--- src/rtl/div_seq_ctrl_if.sv ---
`default_nettype none
// ============================================================================
//  Module   : div_seq_ctrl_if
//  Purpose  : Handshake/operand bundle between the EX stage and the
//             divide sequencer.
//  Ports    : start, op_rem, op_w, is_signed, src1, src2, flush  (EX -> div)
//             stall, busy, result, result_valid                  (div -> EX)
//  Modports : master = EX stage / bench side, slave = sequencer side
//  Revision : 1.0  initial release
// ============================================================================
interface div_seq_ctrl_if;
  logic        start;
  logic        op_rem;
  logic        op_w;
  logic        is_signed;
  logic [63:0] src1;
  logic [63:0] src2;
  logic        flush;
  logic        stall;
  logic        busy;
  logic [63:0] result;
  logic        result_valid;

  modport master (
    output start, op_rem, op_w, is_signed, src1, src2, flush,
    input  stall, busy, result, result_valid
  );

  modport slave (
    input  start, op_rem, op_w, is_signed, src1, src2, flush,
    output stall, busy, result, result_valid
  );
endinterface
`default_nettype wire

--- src/rtl/div_seq_ctrl.sv ---
`default_nettype none
// ============================================================================
//  Module   : div_seq_ctrl
//  Purpose  : RV64M divide/remainder sequencer. Restoring divider producing
//             one quotient bit per cycle, with RISC-V divide-by-zero and
//             signed-overflow handling, pipeline stall and flush abort.
//  Ports    : clk  - system clock (rising edge)
//             rst  - synchronous active-high reset
//             bus  - div_seq_ctrl_if.slave (operands, mode, flush in;
//                    stall, busy, result, result_valid out)
//  Revision : 1.0  initial release
// ============================================================================
module div_seq_ctrl (
  input  logic               clk,
  input  logic               rst,
  div_seq_ctrl_if.slave      bus
);

  typedef enum logic [1:0] {
    S_IDLE = 2'd0,
    S_BUSY = 2'd1,
    S_DONE = 2'd2
  } state_t;

  state_t      state, state_next;
  logic [5:0]  cnt;
  logic [63:0] rem, quo, dvs, result;
  logic        l_rem, l_w, neg_q, neg_r;
  logic        stall_c, busy_c, valid_c;

  // Word results are always sign-extended from bit 31.
  function automatic logic [63:0] sext_w(input logic w, input logic [63:0] x);
    return w ? {{32{x[31]}}, x[31:0]} : x;
  endfunction

  // ---------------- operand preparation (from live inputs, used in IDLE)
  logic [63:0] a_eff, b_eff, a_neg, b_neg, a_abs, b_abs;
  logic        a_sign, b_sign, b_zero, ovf, special;
  logic [63:0] sp_q, sp_r, special_result;

  always_comb begin
    a_eff  = bus.op_w ? {32'd0, bus.src1[31:0]} : bus.src1;
    b_eff  = bus.op_w ? {32'd0, bus.src2[31:0]} : bus.src2;
    a_sign = bus.is_signed & (bus.op_w ? bus.src1[31] : bus.src1[63]);
    b_sign = bus.is_signed & (bus.op_w ? bus.src2[31] : bus.src2[63]);
    a_neg  = 64'd0 - a_eff;
    b_neg  = 64'd0 - b_eff;
    // For word ops only the low 32 bits of the negation are the magnitude.
    a_abs  = a_sign ? (bus.op_w ? {32'd0, a_neg[31:0]} : a_neg) : a_eff;
    b_abs  = b_sign ? (bus.op_w ? {32'd0, b_neg[31:0]} : b_neg) : b_eff;
    b_zero = (b_eff == 64'd0);
    ovf    = bus.is_signed &
             (bus.op_w ? (bus.src1[31:0] == 32'h8000_0000 && bus.src2[31:0] == 32'hFFFF_FFFF)
                       : (bus.src1 == 64'h8000_0000_0000_0000 && bus.src2 == 64'hFFFF_FFFF_FFFF_FFFF));
    special = b_zero | ovf;
    // Divide-by-zero takes precedence; overflow needs a non-zero divisor anyway.
    sp_q = b_zero ? 64'hFFFF_FFFF_FFFF_FFFF : a_eff;
    sp_r = b_zero ? a_eff : 64'd0;
    special_result = sext_w(bus.op_w, bus.op_rem ? sp_r : sp_q);
  end

  // ---------------- one restoring step
  // rem < dvs always holds, so the 65-bit trial never overflows its sign bit.
  logic [64:0] shifted, trial;
  logic [63:0] step_rem, step_quo, q_raw, q_fin, r_fin, fin_result;

  always_comb begin
    shifted    = {rem, quo[63]};
    trial      = shifted - {1'b0, dvs};
    step_rem   = trial[64] ? shifted[63:0] : trial[63:0];
    step_quo   = {quo[62:0], ~trial[64]};
    // Word dividends are left-aligned in quo, so after 32 steps only the
    // low half holds quotient bits.
    q_raw      = l_w ? {32'd0, step_quo[31:0]} : step_quo;
    q_fin      = neg_q ? (64'd0 - q_raw) : q_raw;
    r_fin      = neg_r ? (64'd0 - step_rem) : step_rem;
    fin_result = sext_w(l_w, l_rem ? r_fin : q_fin);
  end

  // ---------------- FSM
  always_ff @(posedge clk) begin
    if (rst) state <= S_IDLE;
    else     state <= state_next;
  end

  always_comb begin
    state_next = state;
    stall_c    = 1'b0;
    busy_c     = 1'b0;
    valid_c    = 1'b0;
    case (state)
      S_IDLE: begin
        if (bus.start && !bus.flush) begin
          stall_c    = 1'b1;
          state_next = special ? S_DONE : S_BUSY;
        end
      end
      S_BUSY: begin
        stall_c = 1'b1;
        busy_c  = 1'b1;
        if (cnt == 6'd0) state_next = S_DONE;
      end
      S_DONE: begin
        valid_c    = ~bus.flush;
        state_next = S_IDLE;
      end
      default: state_next = S_IDLE;
    endcase
    if (bus.flush) state_next = S_IDLE;
  end

  // ---------------- datapath
  always_ff @(posedge clk) begin
    if (rst) begin
      cnt    <= 6'd0;
      result <= 64'd0;
      rem    <= 64'd0;
      quo    <= 64'd0;
      dvs    <= 64'd0;
      l_rem  <= 1'b0;
      l_w    <= 1'b0;
      neg_q  <= 1'b0;
      neg_r  <= 1'b0;
    end else if (bus.flush) begin
      cnt <= 6'd0;
    end else begin
      case (state)
        S_IDLE: begin
          if (bus.start) begin
            l_rem <= bus.op_rem;
            l_w   <= bus.op_w;
            neg_q <= a_sign ^ b_sign;
            neg_r <= a_sign;
            dvs   <= b_abs;
            rem   <= 64'd0;
            quo   <= bus.op_w ? {a_abs[31:0], 32'd0} : a_abs;
            if (special) result <= special_result;
            else         cnt    <= bus.op_w ? 6'd31 : 6'd63;
          end
        end
        S_BUSY: begin
          rem <= step_rem;
          quo <= step_quo;
          if (cnt == 6'd0) result <= fin_result;
          else             cnt    <= cnt - 6'd1;
        end
        default: ;
      endcase
    end
  end

  assign bus.stall        = stall_c;
  assign bus.busy         = busy_c;
  assign bus.result_valid = valid_c;
  assign bus.result       = result;

endmodule
`default_nettype wire

--- src/flat_wrapper.sv ---
// flat-port wrapper written by rule: the top's interface ports become plain ports
module div_seq_ctrl_flat 
  (clk, rst, bus_start, bus_op_rem, bus_op_w, bus_is_signed, bus_src1, bus_src2, bus_flush, bus_stall, bus_busy, bus_result, bus_result_valid);
  div_seq_ctrl_if bus_i ();
  input  logic clk;
  input  logic rst;
  input wire logic [$bits(bus_i.start)-1:0] bus_start;
  input wire logic [$bits(bus_i.op_rem)-1:0] bus_op_rem;
  input wire logic [$bits(bus_i.op_w)-1:0] bus_op_w;
  input wire logic [$bits(bus_i.is_signed)-1:0] bus_is_signed;
  input wire logic [$bits(bus_i.src1)-1:0] bus_src1;
  input wire logic [$bits(bus_i.src2)-1:0] bus_src2;
  input wire logic [$bits(bus_i.flush)-1:0] bus_flush;
  output wire logic [$bits(bus_i.stall)-1:0] bus_stall;
  output wire logic [$bits(bus_i.busy)-1:0] bus_busy;
  output wire logic [$bits(bus_i.result)-1:0] bus_result;
  output wire logic [$bits(bus_i.result_valid)-1:0] bus_result_valid;
  assign bus_i.start = bus_start;
  assign bus_i.op_rem = bus_op_rem;
  assign bus_i.op_w = bus_op_w;
  assign bus_i.is_signed = bus_is_signed;
  assign bus_i.src1 = bus_src1;
  assign bus_i.src2 = bus_src2;
  assign bus_i.flush = bus_flush;
  assign bus_stall = bus_i.stall;
  assign bus_busy = bus_i.busy;
  assign bus_result = bus_i.result;
  assign bus_result_valid = bus_i.result_valid;
  div_seq_ctrl u_core (.clk(clk), .rst(rst), .bus(bus_i));
endmodule
--- config.mk ---
export PLATFORM = sky130hd
export DESIGN_NAME = div_seq_ctrl_flat
export DESIGN_NICKNAME = d
export VERILOG_FILES = /design/src/rtl/div_seq_ctrl_if.sv /design/src/rtl/div_seq_ctrl.sv /design/src/flat_wrapper.sv
export SDC_FILE = /design/constraint.sdc
export NUM_CORES = 1
export LEC_CHECK = 0
export ABC_AREA = 1
export CAP_MARGIN = 10
export CORE_MARGIN = 2
export CORE_UTILIZATION = 45
export CTS_CLUSTER_DIAMETER = 50
export CTS_CLUSTER_SIZE = 20
export DETAILED_ROUTE_END_ITERATION = 12
export GPL_TIMING_DRIVEN = 0
export PLACE_DENSITY = 0.75
export REMOVE_ABC_BUFFERS = 1
export SLEW_MARGIN = 20
export SYNTH_ARGS = -nofsm -noshare
export SYNTH_HDL_FRONTEND = slang
export SYNTH_SLANG_ARGS = --single-unit
--- constraint.sdc ---
create_clock -name clk -period 5.4 [get_ports clk]
set_input_delay 1.08 -clock clk [delete_from_list [all_inputs] [get_ports clk]]
set_output_delay 1.08 -clock clk [all_outputs]
set_load 0.1 [all_outputs]
==> impl_metrics.yaml, run 1 <==
yosys:
  syn_inst: 5200
  async_flop_share_pct: 0
  avgSynthCellArea_um2: 5.43
  muxShareOfSynthArea_pct: 0.0355
  synth_top_family_by_area: "simple AND/OR/NAND/NOR gates"
  yosysSeqAreaShare_pct: 19.0
  synth_edf_count: 0
  ys_types: 68
  ys.flop_type: "dfxtp_1"
  yosysTopAreaCell: "nand2_1"
  synthTopCellsByArea: "nand2_1 22%, dfxtp_1 19%, inv_1 9.9%"
  synth-seq-cells: 268
  synth-simple-area-share_pct: 40.1
  synth_top_area_share_pct: 21.8
  synth_compound_area_share_pct: 20.5
  synthAdderAreaFrac_pct: 3.54
  yosys_warnings: 0
  synth.cell_area_um2: 28200
  synth-xor-area-share_pct: 3.23
timing:
  fin_ws_ps: 257
  slew_headroom_pct: 11.5
  period_minus_slack_ps: 5140
  fin_crit_sh_pct: 95.2
  hold_viol_final: 0
  worst_pin_slew_ps: 1330
  setup_viol: 0
  finClkSkew_ps: 33.6
  slew_viol_final: 0
  holdWs_ps: 463
  fmax_mhz: 194
placement:
  dp_cells: 6046
  io_buffer_count: 201
  pre_cts_ws_ps: -1390
  place.gp.congestion: 1.03
  hpwl_mm: 95.3
  postPlaceCellArea_um2: 30900
routing:
  avgViaCountPerCell: 5.67
  finalWirelength_mm: 124
  drc: 0
  vias: 34948
  post_drt_wl_per_cell_um: 20.0
  postRouteAntennaNets: 0
  drtIter0Drc: 4433
  drtPass1Iterations: 6
clock_tree:
  cts.sinks: 268
  cts_buffer_depth: 3
  cts.clk_slew.worst_paths_ps: 60
  cts_root_buf: "clkbuf_16"
  cts_tree: "built"
  insertion_delay_ps: 610
  numCtsBuffers: 46
  h-tree-depth: 2
floorplan:
  std_cell_rows: 91
  dieArea_um2: 64700
  die_h_um: 254
  ioPinCount: 202
  die_w_um: 254
  initial_core_util_pct: 45.7
  core_area_um2: 61800
grt:
  grt_pass1_wl_mm: 183
  grt_overflow: 0
  grt_start_max_net_pins: 110
  grt_pass1_vias: 30875
  antenna_found_initial: 2
  met1_usage_pct: 52.6
  grt.met2_usage_pct: 54.8
  grt_use_total_pct: 36.8
  grt_most_used_layer: "met2"
  met3_usage_pct: 7.01
setup_path:
  worstPathMaxFanout: 5
  crit_type: "flop to flop"
  cpMaxStageDelayCell: "fa_2"
  crit_required_ps: 5910
  critPathArrivalTime_ps: 5660
  cp-end-kind: "flop"
  r2r_slack_ps: 260
  start_kind: "flop"
  cp_common_cell: "nand2_1"
  cpPeakStageDelay_ps: 370
  r2r_cells: 38
cells_and_area:
  stdcell_count: 6165
  drive_gt1_share_pct: 6.17
  areaGrowthSynthToFinish_pct: 17.5
  final_cell_mix: "1624 x nand2_1, 742 x inv_1, 516 x nor2_1, 452 x a21oi_1, 362 x o21ai_0"
  final_net_count: 5499
  final_util_pct: 53.6
  diodes: 0
  final_common_cell: "nand2_1"
  postLayoutCellArea_um2: 33200
  fillers: 6608
pwr:
  powerDensity_nw_per_um2: 225
  power_leakage_nw: 16.3
  ir_drop_uv: 233
status:
  status: "complete, no violations"
worst_hold_path:
  hold_path_depth: 2
  hold_class: "flop to flop"
job:
  maxCapViolCount: 0
==> what timing repair did <==
item                                    in CTS  in global routing
hold buffers                                 0                  0
buffers inserted                             3                 24
hold endpoints to repair                     0                  0
resized for setup                           16                 69
endpoints found under the setup margin      33                 36
pin swaps                                    4                 22
cloned                                       5                  3
==> synth_stat cells (all sizes together) (2+ instances only) <==
| cell | instances |
|---|---|
| xnor2 | 43 |
| buf | 45 |
| nor4 | 24 |
| nor2 | 552 |
| and2 | 3 |
| maj3 | 9 |
| o311ai | 6 |
| a211oi | 4 |
| o211ai | 36 |
| o221a | 2 |
| a21oi | 463 |
| o41ai | 4 |
| or3 | 3 |
| clkinv | 6 |
| nor3b | 2 |
| o21a | 7 |
| nand3 | 295 |
| a31oi | 21 |
| or2 | 13 |
| dfxtp | 268 |
| nor3 | 69 |
| o21bai | 17 |
| a311oi | 2 |
| nand3b | 20 |
| clkbuf | 168 |
| o221ai | 10 |
| a22oi | 30 |
| nand2 | 1681 |
| ha | 71 |
| o2111ai | 7 |
| a221oi | 4 |
| xor2 | 61 |
| a41oi | 27 |
| o21ai | 378 |
| o22ai | 9 |
| nand4 | 60 |
| inv | 762 |
| o31ai | 8 |
==> critical path: cells and delay by family (launching register included) <==
family	cells	cell delay [ps]
and+or+nand+nor	27	3130
buffers and inverters	3	210
DFF	1	350
AOI/OAI and AO/OA	5	700
adders and majority gates	3	670
==> registers in the layout (all words and copies together), names as in the netlist <==
signal,flops
u_core.l_rem,1
u_core.cnt,6
u_core.dvs,64
u_core.neg_r,1
u_core.quo,64
u_core.state,2
u_core.rem,64
u_core.neg_q,1
u_core.bus.result,64
u_core.l_w,1
==> power breakdown <==
group / leakage [nW] / internal [mW] / total, mW / switching (mW)
Clock: 0.779 / 1.77 / 3.11 / 1.34
Combinational: 13.4 / 0.669 / 2.24 / 1.57
Sequential: 2.18 / 2.05 / 2.12 / 0.0709
==> through the flow <==
stage	TNS (ps)	total power [mW]
2_1_floorplan	-415330	3.46
3_3_place_gp	-1693940	4.21
3_5_place_dp	-40940	4.24
4_1_cts	0	7.36
5_1_grt	-476	7.75
6_report	0	7.47
==> layout make-up <==
cell class,instances,area (um2),area share [%]
Clock inverter,35,433,1.31
Timing Repair Buffer,249,2700,8.13
Tap cell,837,1050,3.16
Timing Repair inverter,1,5.00,0.0151
Multi-Input combinational cell,3958,19500,58.9
Clock buffer,49,1180,3.57
Inverter,768,2900,8.74
Sequential cell,268,5380,16.2
==> routing by layer <==
layer  wire [um]  part of all wire, %  vias to the layer above
met5          27                0.022                        -
met4        4820                  3.9                        4
met3       13000                   11                      274
met2       51700                   42                     1776
met1       53900                   44                    15936
li1            -                    -                    16958
==> path summary, 6_finish.rpt <==
| check | start | end |
|---|---|---|
| max reg2reg | u_core.quo[63] | u_core.bus.result[62] |
| min | u_core.bus.result[55] | u_core.bus.result[55] |
| min reg2reg | u_core.bus.result[55] | u_core.bus.result[55] |
| max | u_core.quo[63] | u_core.bus.result[62] |
==> kinds of logic after synthesis <==
kind of cell | after synthesis
flops | 268
simple gates | 2725
xor+xnor | 104
compound gates | 1040
buf+inv | 981
fa+ha+maj | 81
mux | 1
No activity file was read; power rests on OpenSTA's default activity.
==> inputs of run 2 (changes only) <==
--- a/config.mk
+++ b/config.mk
@@ -15,6 +15,7 @@
 export GPL_TIMING_DRIVEN = 0
 export PLACE_DENSITY = 0.75
 export REMOVE_ABC_BUFFERS = 1
+export SKIP_CTS_REPAIR_TIMING = 1
 export SLEW_MARGIN = 20
 export SYNTH_ARGS = -nofsm -noshare
 export SYNTH_HDL_FRONTEND = slang
==> impl_metrics.yaml, run 2 (same netlist as run 1, synthesis figures left out) <==
status:
  status: "complete, no violations"
routing:
  drtPass1Iterations: 6
  post_drt_wl_per_cell_um: 20.1
  finalWirelength_mm: 124
  drtIter0Drc: 4303
  vias: 35019
  postRouteAntennaNets: 0
  avgViaCountPerCell: 5.68
  drc: 0
timing:
  fin_crit_sh_pct: 96.9
  fin_ws_ps: 167
  worst_pin_slew_ps: 1360
  fmax_mhz: 191
  finClkSkew_ps: 30.7
  slew_viol_final: 0
  hold_viol_final: 0
  holdWs_ps: 463
  slew_headroom_pct: 9.30
  setup_tns_ps: 0
  period_minus_slack_ps: 5230
  setup_viol: 0
cells_and_area:
  final_common_cell: "nand2_1"
  final_util_pct: 53.8
  final_net_count: 5502
  final_cell_mix: "1621 x nand2_1, 738 x inv_1, 515 x nor2_1, 453 x a21oi_1, 361 x o21ai_0"
  fillers: 6590
  areaGrowthSynthToFinish_pct: 17.8
  drive_gt1_share_pct: 6.45
  diodes: 0
worst_hold_path:
  hold_class: "flop to flop"
  worstHoldStart: "u_core.bus.result[55]"
  hold_path_depth: 2
  whs_endpoint: "u_core.bus.result[55]"
grt:
  antenna_found_initial: 1
  grt_pass1_wl_mm: 181
  grt_pass1_vias: 30673
  grt_use_total_pct: 36.4
  grt_overflow: 0
  grt_start_max_net_pins: 110
clock_tree:
  numCtsBuffers: 46
  cts_root_buf: "clkbuf_16"
  cts.sinks: 268
  cts.clk_slew.worst_paths_ps: 60
  cts_buffer_depth: 3
  cts_tree: "built"
  h-tree-depth: 2
  insertion_delay_ps: 610
setup_path:
  cp_num_buf_inv: 3
  crit_type: "input pin to flop"
  r2r-end: "u_core.bus.result[58]"
  r2r_cells: 34
  r2r_slack_ps: 180
  cpMaxStageDelayCell: "o311ai_0"
  worstPathMaxFanout: 5
  crit_family: "simple AND/OR/NAND/NOR gates"
  cpPeakStageDelay_ps: 980
  cp_cell_sequence: "clkdlybuf4s50_1, nor3_1, nand3_1, nor3_1, nand4_1, inv_1, nand2_1, nor3_1, inv_1, o21ai_0, nand2_1, nor2_1, o21ai_0, o311ai_0, o21ai_0, nand2_1, a21oi_1"
  start_kind: "input pin"
  crit_required_ps: 5850
  cp-end-kind: "flop"
  worstReg2RegStart: "u_core.rem[37]"
  critPathArrivalTime_ps: 5680
pwr:
  powerDensity_nw_per_um2: 225
  power_leakage_nw: 16.4
  ir_drop_uv: 232
floorplan:
  std_cell_rows: 91
  initial_core_util_pct: 45.7
  core_area_um2: 61800
  die_w_um: 254
  ioPinCount: 202
  die_h_um: 254
  dieArea_um2: 64700
placement:
  hpwl_mm: 95.3
  place.gp.congestion: 1.03
  pre_cts_ws_ps: -1390
  io_buffer_count: 201
job:
  maxCapViolCount: 0
-- run 2: report_power, final --
group	switching [mW]	total, mW	internal, mW
sequential	0.0707	2.12	2.05
clock	1.33	3.11	1.77
combinational	1.58	2.25	0.673
total	2.98	7.47	4.49
-- run 2: worst max path at each step --
stage | start | end | slack (ps) | cells after the start
after floorplan | u_core.state[0] | u_core.quo[10] | -3300 | 6
after global placement | bus_op_w | u_core.bus.result[25] | -8920 | 15
after detailed placement | bus_src2[0] | u_core.bus.result[39] | -1390 | 21
after CTS | u_core.quo[63] | u_core.bus.result[58] | -1040 | 39
after global routing | u_core.quo[63] | u_core.bus.result[58] | -70 | 39
final | bus_src1[0] | u_core.quo[49] | 170 | 17
-- run 2: per-stage QoR --
stage	power, mW	cells	cell area (um2)
2_1_floorplan	3.46	4987	27300
3_5_place_dp	4.24	6046	30900
6_report	7.47	6168	33200
4_1_cts	7.34	6130	32500
3_3_place_gp	4.21	6025	30300
5_1_grt	7.76	6168	33200
-- run 2: worst register-to-register path: cells and delay by family, from the launching register on --
| family | cells | cell delay (ps) |
|---|---|---|
| DFF | 1 | 420 |
| AOI/OAI and AO/OA | 6 | 910 |
| adders and majority gates | 2 | 510 |
| and+or+nand+nor | 23 | 3020 |
| buffers and inverters | 3 | 240 |
-- run 2: final cells by class --
cell class | instances | area, um2 | share of cell area, %
multi-input combinational | 3959 | 19600 | 58.9
sequential | 268 | 5380 | 16.2
inverter | 768 | 2900 | 8.72
timing repair buffer | 251 | 2710 | 8.15
clock buffer | 49 | 1180 | 3.56
tap | 837 | 1050 | 3.15
clock inverter | 35 | 433 | 1.30
timing repair inverter | 1 | 5.00 | 0.0151
-- run 2: metal layers --
metal	GRT usage, %	up-vias	routed length, um
met5	0	-	14
met4	13.8	2	5160
met3	6.83	277	12800
met2	53.9	1780	51500
met1	51.9	15992	54300
li1	-	16968	-
